<file path="config.mk">
export PLATFORM = sky130hd
export DESIGN_NAME = serial_addsub
export DESIGN_NICKNAME = d
export VERILOG_FILES = /design/src/rtl/addsub_pkg.sv /design/src/rtl/addsub_cell.sv /design/src/rtl/serial_addsub.sv
export SDC_FILE = /design/constraint.sdc
export NUM_CORES = 1
export LEC_CHECK = 0
export CORE_ASPECT_RATIO = 0.6
export CORE_UTILIZATION = 41
export CTS_CLUSTER_DIAMETER = 200
export DETAILED_ROUTE_END_ITERATION = 12
export PLACE_DENSITY = 0.66
export SYNTH_ARGS = -nofsm -noshare
export SYNTH_HDL_FRONTEND = slang
export SYNTH_SLANG_ARGS = --single-unit
</file>
<file path="constraint.sdc">
create_clock -name clk -period 1.7 [get_ports clk]
set_input_delay 0.17 -clock clk [delete_from_list [all_inputs] [get_ports clk]]
set_output_delay 0.17 -clock clk [all_outputs]
set_load 0.01 [all_outputs]
</file>
<file path="src/rtl/addsub_pkg.sv">
// addsub_pkg: shared definitions for the bit-serial add/subtract engine.
//   state_t  FSM state encoding (IDLE, RUN, DONE)
//   OP_ADD / OP_SUB  operation select values for the op input
package addsub_pkg;

  typedef enum logic [1:0] {
    IDLE = 2'b00,
    RUN  = 2'b01,
    DONE = 2'b10
  } state_t;

  localparam logic OP_ADD = 1'b0;
  localparam logic OP_SUB = 1'b1;

endpackage

</file>
<file path="src/rtl/addsub_cell.sv">
// addsub_cell: combinational one-bit full-adder / full-subtractor.
//   a, b  operand bits
//   cin   incoming carry (add) or borrow (sub)
//   op    OP_ADD or OP_SUB
//   s     sum or difference bit
//   cout  outgoing carry (add) or borrow (sub)
module addsub_cell
  import addsub_pkg::*;
(
  input  logic a,
  input  logic b,
  input  logic cin,
  input  logic op,
  output logic s,
  output logic cout
);

  logic x;

  assign x = a ^ b;
  assign s = x ^ cin;

  // Borrow propagates when the bits are equal; carry propagates when they differ.
  always_comb begin
    if (op == OP_SUB) cout = (~a & b) | (cin & ~x);
    else              cout = (a & b) | (cin & x);
  end

endmodule

</file>
<file path="src/rtl/serial_addsub.sv">
// serial_addsub: bit-serial add/subtract engine, one bit per clock, LSB first.
//   clk     rising-edge clock
//   rst     asynchronous active-high reset
//   start   request, sampled only in IDLE
//   op      0 = add, 1 = subtract, sampled with start
//   a, b    WIDTH-bit operands, sampled with start
//   busy    high in RUN and DONE
//   done    one-cycle pulse, result/flag valid
//   result  sum or difference modulo 2^WIDTH, held until next completion
//   flag    carry-out (add) or borrow-out (sub), held with result
//
// state | meaning
// IDLE  | waiting for start; outputs hold last completed result
// RUN   | one operand bit processed per edge, LSB first
// DONE  | single cycle with done=1, then back to IDLE
module serial_addsub
  import addsub_pkg::*;
#(
  parameter int WIDTH = 8
) (
  input  logic             clk,
  input  logic             rst,
  input  logic             start,
  input  logic             op,
  input  logic [WIDTH-1:0] a,
  input  logic [WIDTH-1:0] b,
  output logic             busy,
  output logic             done,
  output logic [WIDTH-1:0] result,
  output logic             flag
);

  localparam int CW = (WIDTH > 1) ? $clog2(WIDTH) : 1;
  localparam logic [CW-1:0] LAST = CW'(WIDTH - 1);

  state_t           state;
  logic [CW-1:0]    cnt;
  logic [WIDTH-1:0] a_sr;
  logic [WIDTH-1:0] b_sr;
  logic [WIDTH-1:0] acc;
  logic             carry;
  logic             op_r;
  logic             bit_s;
  logic             bit_c;

  addsub_cell u_cell (
    .a    (a_sr[0]),
    .b    (b_sr[0]),
    .cin  (carry),
    .op   (op_r),
    .s    (bit_s),
    .cout (bit_c)
  );

  always_ff @(posedge clk or posedge rst) begin
    if (rst) begin
      state  <= IDLE;
      cnt    <= '0;
      a_sr   <= '0;
      b_sr   <= '0;
      acc    <= '0;
      carry  <= 1'b0;
      op_r   <= OP_ADD;
      busy   <= 1'b0;
      done   <= 1'b0;
      result <= '0;
      flag   <= 1'b0;
    end else begin
      case (state)
        IDLE: begin
          if (start) begin
            a_sr  <= a;
            b_sr  <= b;
            op_r  <= op;
            carry <= 1'b0;
            cnt   <= '0;
            busy  <= 1'b1;
            state <= RUN;
          end
        end
        RUN: begin
          a_sr  <= a_sr >> 1;
          b_sr  <= b_sr >> 1;
          acc   <= WIDTH'({bit_s, acc} >> 1);
          carry <= bit_c;
          cnt   <= cnt + 1'b1;
          // Result is only published here, so partial sums never reach the port.
          if (cnt == LAST) begin
            result <= WIDTH'({bit_s, acc} >> 1);
            flag   <= bit_c;
            done   <= 1'b1;
            state  <= DONE;
          end
        end
        DONE: begin
          done  <= 1'b0;
          busy  <= 1'b0;
          state <= IDLE;
        end
        default: begin
          done  <= 1'b0;
          busy  <= 1'b0;
          state <= IDLE;
        end
      endcase
    end
  end

endmodule
</file>
After elaboration in Yosys (flattened, before gate mapping)
Index checks and enable logic that the tools add are counted. Widths: inputs -> output; s select.

Bits of input ports: 20. Bits in registers: 42. Logic and storage cells: 52. Output and inout port bits: 11.

Muxes and demuxes: 16. Bitwise logic cells: 12. Reduce and logical (&&, ||, !) cells: 8. Add/subtract/negate cells: 1. Equal/unequal tests: 4.

Operators by type and width (count): $pmux 8 s2 (2); $mux 8 (2); $reduce_and 2->1 (6); $pmux 1 s2 (3); $pmux 3 s2 (1); $and 1x1->1 (4); $mux 1 (4); $mux 2 (2); $ne 2x2->1 const B (2); $not 1->1 (4); $pmux 2 s2 (1); $add 3x1->3 const B (1); $eq 3x3->1 const B (1); $mux 3 (1); $eq 2x1->1 const B (1); $logic_not 2->1 (1); $or 1x1->1 (2); $reduce_bool 2->1 (1); $xor 1x1->1 (2).

Depth between registers and ports, before layout
Gate-level depths: netlist of run 1.

Depth after elaboration: 6. Gate-level depth with buffers: 6. Depth with buffers taken out: 5.

By module
A second synthesis of run 1 with hierarchy kept.

Cell total of the unflattened synthesis: 167. Area, all modules: 1826.8 µm².

Modules (own cells, without submodules): serial_addsub (sequential area each 1026.0 µm², area an instance 1765.4 µm², cells an instance 161, instances 1); addsub_cell (sequential area each 0.0 µm², area an instance 61.3 µm², cells an instance 6, instances 1).

Least setup slack after synthesis of run 1
OpenSTA, ideal clock, no wires.

Kind: register to register. From: register cnt[0]. To: register result[0]. Arrival: 1.329 ns. Path slack: 0.247 ns. Setup time: 0.125 ns. Buffers on the path: 1. Required time: 1.575 ns. Stages on the path, launching flop included: 6. Clock period less this slack: 1.453 ns. Cell sequence: dfrtp_1 ha_1 ha_1 nand3b_4 buf_6 mux2_2.

Word-level cells in the longest chain between the ends: 2.

RTL lines: start, declared (line serial_addsub.sv:37) `logic [CW-1:0] cnt;`; start signal, assigned (line serial_addsub.sv:86) `cnt <= cnt + 1'b1;`; $eq 3x3->1 (line serial_addsub.sv:88) `if (cnt == LAST) begin`; $reduce_and 2->1 (no line); end signal, assigned (line serial_addsub.sv:89) `result <= WIDTH'({bit_s, acc} >> 1);`; end, declared (line serial_addsub.sv:29) `output logic [WIDTH-1:0] result,`.

No other way between the ends. A chain may end at the register's enable or synchronous reset.

Worst setup path after layout of run 1
From: register state[1]. To: register result[0].

Word-level cells in the longest chain between the ends: 2.

RTL lines: start, declared (line serial_addsub.sv:36) `state_t state;`; start signal, assigned (line serial_addsub.sv:57) `state <= IDLE;`; start signal, assigned (line serial_addsub.sv:78) `state <= RUN;`; start signal, assigned (line serial_addsub.sv:92) `state <= DONE;`; $eq 2x1->1 (line serial_addsub.sv:69) `case (state)`; $reduce_and 2->1 (no line).

No other way between the ends.

==> impl_metrics.tcl, run 1 <==
set metrics [dict create \
    status "complete, no violations" \
    ios 31 \
    clk_latency_ns 0.30 \
    power_frac_comb_pct 40.1 \
    ys_warn_count 0 \
    grt_max_degree 42 \
    final_common_cell "dfrtp_1" \
    grtUsageTotal_pct 16.60 \
    numPortBuffers 30 \
    drive_gt1_share_pct 19.37 \
    layout_min_cycle_time_ns 1.512 \
    synth_top_family_by_area "compound AO/OA/AOI/OAI gates" \
    path_clk_slew_ns 0.09 \
    critPathKind "reg -> reg" \
    synthXorXnorAreaFrac_pct 0 \
    post_cts_buffers 0 \
    yosysSeqAreaShare_pct 55.07 \
    worstPathMaxFanout 15 \
    cts_inserted_buffers 5 \
    swShare_pct 33.18 \
    worst_pin_slew_ns 0.5241 \
    synth_flop_cell "dfrtp_1" \
    multi_input_area_um2 706.9 \
    powerDensity_nw_per_um2 1837 \
    p_int_mw 2.872 \
    antenna_found_initial 0 \
    synth_nets 179 \
    synth_fa_ha_area_share_pct 3.492 \
    worst_setup_path_start_kind "register" \
    setup_viol 0 \
    synth_cell_types 32 \
    crit_arrival_ns 1.70 \
    tritoncts "done" \
    area_growth_pct 25.59 \
    wl_per_cell_um 14.20 \
    hold_path.class "in -> async" \
    holdBufCountCts 0 \
    final_max_slew_viol_count 0 \
    num_antenna_cells 0 \
    coreArea_um2 4234 \
    timing.fmax_mhz 661.3 \
    async_flop_share_pct 100.0 \
    place_inst 243 \
    dieHeight_um 54.22 \
    r2r_cells 2 \
    clkPwrFrac_pct 18.7 \
    max-vdd-ir-drop_v 0.0005596 \
    dr.pass1.iters 4 \
    drt_iter0_markers 75 \
    detailed_place_hpwl_um 2557 \
    htree_levels 2 \
    synthCells 155 \
    synth_mux_area_share_pct 10.41 \
    slew_headroom_pct 65.06 \
    final_nets 214 \
    synth_edf_count 0 \
    cp-end-kind "register" \
    final_cells 251 \
    mostFrequentLayoutCells "41 x dfrtp_1, 30 x clkdlybuf4s50_1, 20 x nor2_1, 15 x inv_1, 11 x mux2_2" \
    switchingPower_mw 1.426 \
    ctsResizeCount 0 \
    die_area_um2 4826 \
    vias_per_cell 5.151 \
    finalSetupTns_ns 0 \
    grt_pass1_vias 1219 \
    hold_viol 0 \
    cts_sinks 41 \
    grt_pass1_wl_um 5782 \
    routed_wl_um 3563 \
    vias 1293 \
    die_w_um 89.03 \
    worstPathRequired_ns 1.88 \
    r2r_end "result[0]" \
    netlist_area_um2 1863 \
    finalClockSkew_ns 0.007361 \
    rsz0062_at_grt "false" \
    grt_overflow 0 \
    leakagePower_nw 1.054 \
    avgSynthCellArea_um2 12.02 \
    cts_root_buf "clkbuf_8" \
    final-seq-area_um2 1026 \
    clockBufferDepth 2 \
    ant_nets 0 \
    drv_cap 0 \
    initial_core_util_pct 44.00 \
    synth_simple_gate_area_share_pct 9.066 \
    fill_cells 379 \
    power_frac_seq_pct 41.3 \
    drc 0 \
    finalCritPeriodShare_pct 88.95 \
    synth_compound_area_share_pct 14.98 \
    gp_congestion 0.8091 \
    r2r_setup_slack_ns 0.19 \
    ys_seq_elements 41 \
    reg2reg_from "state[1]" \
    rows 18 \
]
-- routing by layer --
layer,track usage (%),vias up,routed length (µm)
met1,23.01,641,1774
li1,-,606,-
met3,4.072,7,164
met4,6.349,0,48
met5,0,-,0
met2,25.64,39,1576
-- critical path, cell delays in order (launching register included) --
cell and delay [ns]:
dfrtp_1 0.68, nand3b_4 0.35, mux2_2 0.36
-- final cells by class --
type / count / area share, %
multi-input combinational: 89 / 30.21
clock buffer: 5 / 2.941
tap: 60 / 3.209
sequential: 41 / 43.85
timing repair buffer: 38 / 15.40
clock inverter: 3 / 1.979
inverter: 15 / 2.406
-- synth_stat cells (2+ instances only) --
library cell	count	area share (%)
o21a_1	7	2.8
o21ai_0	4	1.1
fa_1	2	2.1
a32oi_1	7	3.3
nand2_1	3	0.60
a22o_1	2	0.94
nor2_1	20	4.0
nor3_1	6	1.6
mux2_2	11	6.6
ha_1	2	1.3
a211oi_2	2	1.3
buf_2	4	1.1
buf_6	4	2.4
mux2_4	4	3.2
inv_1	15	3.0
a21oi_1	2	0.54
dfrtp_1	41	55
a211oi_1	4	1.6
a32o_1	2	1.1
-- flip-flops by register name, indices dropped and copies added (netlist names), 2 cells and up --
name	count
a_sr	8
b_sr	8
result	8
acc	7
cnt	3
state	2
-- metrics by stage --
| stage | hold slack [ns] | power [mW] | utilization, % | instance area, µm² | setup WS (ns) |
|---|---|---|---|---|---|
| 2_1_floorplan | 0.2988 | 2.920 | - | 1863 | 0.2467 |
| 3_3_place_gp | 0.4685 | 3.421 | 52.54 | 2225 | 0.1910 |
| 3_5_place_dp | 0.4746 | 3.529 | 52.54 | 2225 | 0.1439 |
| 4_1_cts | 0.3114 | 4.333 | 55.26 | 2340 | 0.1964 |
| 5_1_grt | 0.3638 | 4.586 | 55.26 | 2340 | 0.07983 |
| 6_report | 0.2970 | 4.299 | 55.26 | 2340 | 0.1878 |
-- power by group through the flow --
stage | Clock [mW] | Sequential [mW] | Combinational [mW]
6_report | 0.802 | 1.77 | 1.72
5_1_grt | 0.850 | 1.84 | 1.90
3_3_place_gp | 0 | 1.76 | 1.66
4_1_cts | 0.814 | 1.78 | 1.74
2_1_floorplan | 0 | 1.75 | 1.17
3_5_place_dp | 0 | 1.80 | 1.73
-- cell families (layout without fill, tap and decap cells) --
logic type | Yosys count | after routing
AND/OR/NAND/NOR | 35 | 35
multiplexers | 16 | 16
adder cells (fa/ha/maj) | 4 | 4
buffers and inverters | 25 | 61
AO/OA/AOI/OAI | 34 | 34
flip-flops | 41 | 41
-- how the worst max path moves through the flow --
stage                     startpoint         to  cells past startpoint
after CTS                   state[1]  result[0]                      2
final                       state[1]  result[0]                      2
after global routing        state[1]  result[0]                      2
after global placement         start    b_sr[4]                      4
after floorplan               cnt[0]  result[0]                      5
after detailed placement       start    b_sr[4]                      4
Power figures use the tool's default switching activity.
==> run 2, diff against run 1 <==
--- a/config.mk
+++ b/config.mk
@@ -10,6 +10,8 @@
 export CTS_CLUSTER_DIAMETER = 200
 export DETAILED_ROUTE_END_ITERATION = 12
 export PLACE_DENSITY = 0.66
+export SKIP_CTS_REPAIR_TIMING = 1
+export SLEW_MARGIN = 20
 export SYNTH_ARGS = -nofsm -noshare
 export SYNTH_HDL_FRONTEND = slang
 export SYNTH_SLANG_ARGS = --single-unit
==> results of run 2 <==
Final layout, timing and power as in run 1 (identical DEF).
==> variant 1 (config.mk and constraints of run 2) <==
Set the parameter `WIDTH` to 4 (it was 8).
--- a/src/rtl/serial_addsub.sv
+++ b/src/rtl/serial_addsub.sv
@@ -17,5 +17,5 @@
   import addsub_pkg::*;
 #(
-  parameter int WIDTH = 8
+  parameter int WIDTH = 4
 ) (
   input  logic             clk,
Ports: changed (resized a, b and result); port bits go from 31 to 19. The function was not compared with the original's and may differ.
==> variant 1 against run 2 <==
- power is 40% lower
- largest cell class unchanged
- critical path depth unchanged
- utilization is 0.91 points lower
- cell area shrank 41%
- worst setup slack better by 150 ps
- area after synthesis fell by 39%
- wire length fell by 45%
- count of clock-buffer cells in the layout is 1 lower
- sequential cell count shrank 17
- largest power group is now combinational cells
- fmax up 11%
==> variant 1: results (changes against run 2) <==
status completed (unchanged); vias in the first global route 661 (was 1219); top area cells in the synthesized netlist dfrtp_1 53%, mux2_4 6.6%, buf_6 4.0% (was dfrtp_1 55%, mux2_2 6.6%, nor2_1 4.0%); Syn Nets 103 (was 179); initial DRC count 24 (was 75); clock latency on the worst-skew pair 260 ps (was 300 ps); register area share after synthesis 0.532 (was 0.551); ys async rst share 1.00 (unchanged); Top Family by Delay on Critical Path simple AND/OR/NAND/NOR gates (was flip-flops); Power Density 1860 nW/um^2 (was 1840 nW/um^2); pin count of the biggest net entering global routing 25 (was 42); Leakage Power 0.639 nW (was 1.05 nW); Fillers 210 (was 379); Via density 5.00 (was 5.15); Crit Path Max Fanout 10 (was 15); layout cells sized above 1 0.236 (was 0.194); Synth top cells by count 24 x dfrtp_1, 8 x inv_1, 7 x o21ai_0 (was 41 x dfrtp_1, 20 x nor2_1, 15 x inv_1); Final Skew 1.55 ps (was 7.36 ps); hpwl dp 1.46 mm (was 2.56 mm); CTS root buf clkbuf_8 (unchanged); clock buffer depth 2 (unchanged); CTS Buf Count 3 (was 5); gr usage total 0.149 (was 0.166); Worst-path clk slew 80 ps; Hold WC Path Type input port to asynchronous set/reset pin (unchanged); CTS H-Tree Depth 1 (was 2); number of antenna violations at the first check in global routing 0 (unchanged); PortBufs 18 (was 30); antenna-violating nets left 0 (unchanged); placed cell area 1340 sq um (was 2220 sq um); Worst path slowest cell nand2b_1 (was dfrtp_1); largest registers a_sr: 4 flops, b_sr: 4 flops, result: 4 flops (was a_sr: 8 flops, b_sr: 8 flops, result: 8 flops); number of distinct library cells after synthesis 25 (was 32); 1st-pass router iterations 4 (unchanged); ant diodes 0 (unchanged); Worst VDD drop 760 uV (was 560 uV); WP data arrival 1510 ps (was 1700 ps); slew margin rel. 0.679 (was 0.651); routability cong. 0.910 (was 0.809); first-pass GRT wire length 3.19 mm (was 5.78 mm); CP peak stage delay 430 ps (was 680 ps); yosys warns 0 (unchanged); DR WL/cell 13.8 microns (was 14.2 microns); final net count 126 (was 214)
variant 1: worst paths after layout:
| check | to | from | cells past startpoint | slack (ps) |
|---|---|---|---|---|
| worst min register to register | flag$_DFFE_PP0P_ | flag$_DFFE_PP0P_ | 2 | 480 |
| worst max-delay path | acc[3]$_DFFE_PP0P_ | state[1]$_DFFE_PP0P_ | 2 | 340 |
| worst min-delay path | acc[2]$_DFFE_PP0P_ | rst | 3 | 240 |
| max in group asynchronous | cnt[1]$_DFFE_PP0P_ | rst | 3 | 1230 |
| min in group clk | flag$_DFFE_PP0P_ | flag$_DFFE_PP0P_ | 2 | 480 |
| worst max register to register | acc[3]$_DFFE_PP0P_ | state[1]$_DFFE_PP0P_ | 2 | 340 |
variant 1: cells by family after synthesis:
| logic type | after synthesis | synth area share |
|---|---|---|
| and+or+nand+nor | 21 | 0.122 |
| adders and majority gates | 3 | 0.0465 |
| AOI/OAI and AO/OA | 19 | 0.128 |
| DFF | 24 | 0.532 |
| muxes | 9 | 0.105 |
| buffers and inverters | 12 | 0.0664 |
variant 1: worst reg2reg max path, cell delays in order, from the launching register on:
cell      delay [ps]
dfrtp_1          420
nand2b_1         430
mux2_2           390
variant 1: routing by layer:
metal	vias up	wire length, microns	global-route usage
li1	346	-	-
met1	342	1010	0.223
met2	20	794	0.198
met3	2	146	0.0641
met4	0	8	0.0360
met5	-	0	0
variant 1: final cells by class:
type | instances | area [sq um] | share of cell area
flip-flops and latches | 24 | 601 | 0.432
repair buffers | 22 | 210 | 0.151
multi-input cells | 52 | 454 | 0.327
inverters | 8 | 30.0 | 0.0216
clock buffers | 4 | 55.1 | 0.0396
well taps | 32 | 40.0 | 0.0288
variant 1: metrics by stage:
| step | cells | worst slack [ps] |
|---|---|---|
| after floorplan | 88 | 417 |
| after global placement | 138 | 275 |
| after detailed placement | 138 | 251 |
| after CTS | 142 | 325 |
| after global routing | 142 | 287 |
| final | 142 | 339 |
variant 1: report_power, final:
part / switching [W] / leakage, nW / internal [W] / total [W]
clock network: 0.000170 / 0.0288 / 0.000206 / 0.000376
registers: 0.000187 / 0.289 / 0.000854 / 0.00104
logic: 0.000505 / 0.321 / 0.000663 / 0.00117
==> variant 2 (settings of run 2) <==
Made on the original files. Register the output `flag` once more, with the module's reset; this adds one clock of latency there. The other outputs are not delayed to match. Comments in the files are not updated.
--- a/src/rtl/serial_addsub.sv
+++ b/src/rtl/serial_addsub.sv
@@ -34,4 +34,6 @@
   localparam logic [CW-1:0] LAST = CW'(WIDTH - 1);
 
+  logic flag_s0;
+
   state_t           state;
   logic [CW-1:0]    cnt;
@@ -65,5 +67,5 @@
       done   <= 1'b0;
       result <= '0;
-      flag   <= 1'b0;
+      flag_s0 <= 1'b0;
     end else begin
       case (state)
@@ -88,5 +90,5 @@
           if (cnt == LAST) begin
             result <= WIDTH'({bit_s, acc} >> 1);
-            flag   <= bit_c;
+            flag_s0 <= bit_c;
             done   <= 1'b1;
             state  <= DONE;
@@ -107,3 +109,11 @@
   end
 
+  always_ff @(posedge clk or posedge rst) begin
+    if (rst) begin
+      flag <= '0;
+    end else begin
+      flag <= flag_s0;
+    end
+  end
+
 endmodule
Check against the original RTL: not equivalent (a bounded check fails within 10 cycles, from zero or initial values and one cycle with rst high).
==> variant 2 against run 2 <==
- sequential cell count increased by 1
- worst setup slack got worse by 17 ps
- critical path depth increased by 2
- area after synthesis increased by 1.3%
- cell area increased by 0.75%
- first-iteration DRC count decreased by 12%
- fmax decreased by 1.1%
- wire length increased by 4.7%
- power increased by 0.40%
- critical endpoint is now result[1]$_DFFE_PP0P_
- highest routed layer unchanged
==> variant 2: results (changes against run 2) <==
status completed (unchanged); Crit Path Max Fanout 12 (was 15); pin count of the biggest net entering global routing 43 (was 42); Worst Max-Slew Pin Slew 512 ps (was 524 ps); Synth top cells by count 42 x dfrtp_1, 20 x nor2_1, 15 x inv_1 (was 41 x dfrtp_1, 20 x nor2_1, 15 x inv_1); final net count 213 (was 214); Final Skew 12.5 ps (was 7.36 ps); r2r worst-path depth 4 (was 2); Synth Area in Compound Gates 0.148 (was 0.150); first-pass GRT wire length 6.27 mm (was 5.78 mm); Worst VDD drop 592 uV (was 560 uV); worst reg2reg setup slack 170 ps (was 190 ps); Post-Place Worst Slack 152 ps (was 144 ps); gr usage total 0.183 (was 0.166); Worst R2R End result[1]$_DFFE_PP0P_ (was result[0]$_DFFE_PP0P_); Top Family by Delay on Critical Path adder cells (was flip-flops); placed cell area 2250 sq um (was 2220 sq um); Leakage Power 1.06 nW (was 1.05 nW); Fmax 654 MHz (was 661 MHz); hpwl dp 2.68 mm (was 2.56 mm); routability cong. 0.811 (was 0.809); top area cells in the synthesized netlist dfrtp_1 56%, mux2_2 6.6%, nor2_1 4.0% (was dfrtp_1 55%, mux2_2 6.6%, nor2_1 4.0%); layout cells sized above 1 0.179 (was 0.194); start point of the critical path cnt[0]$_DFFE_PP0P_ (was state[1]$_DFFE_PP0P_); post-synthesis adder-cell area fraction 0.0345 (was 0.0349); WHS 301 ps (was 297 ps)
## variant 2: routing by layer
| metal | up-vias | part of all wire | track usage |
|---|---|---|---|
| met5 | - | 0 | 0 |
| met4 | 0 | 0.020 | 0.0926 |
| met3 | 8 | 0.042 | 0.0407 |
| met2 | 28 | 0.46 | 0.285 |
| met1 | 646 | 0.48 | 0.245 |
| li1 | 610 | - | - |
## variant 2: final cells by class
cell class                      count  area [sq um]
Fill cell                         369          1900
Sequential cell                    42          1050
Multi-Input combinational cell     89           707
Timing Repair Buffer               36           358
Tap cell                           60          75.1
Clock buffer                        6          72.6
Inverter                           15          56.3
Clock inverter                      2          37.5
## variant 2: power groups by stage
stage               Sequential (W)  Combinational (W)  Clock (W)
global placement           0.00178            0.00167          0
CTS                        0.00181            0.00175   0.000802
floorplan                  0.00178            0.00117          0
global route               0.00187            0.00194   0.000852
finish                     0.00181            0.00173   0.000777
detailed placement         0.00183            0.00174          0
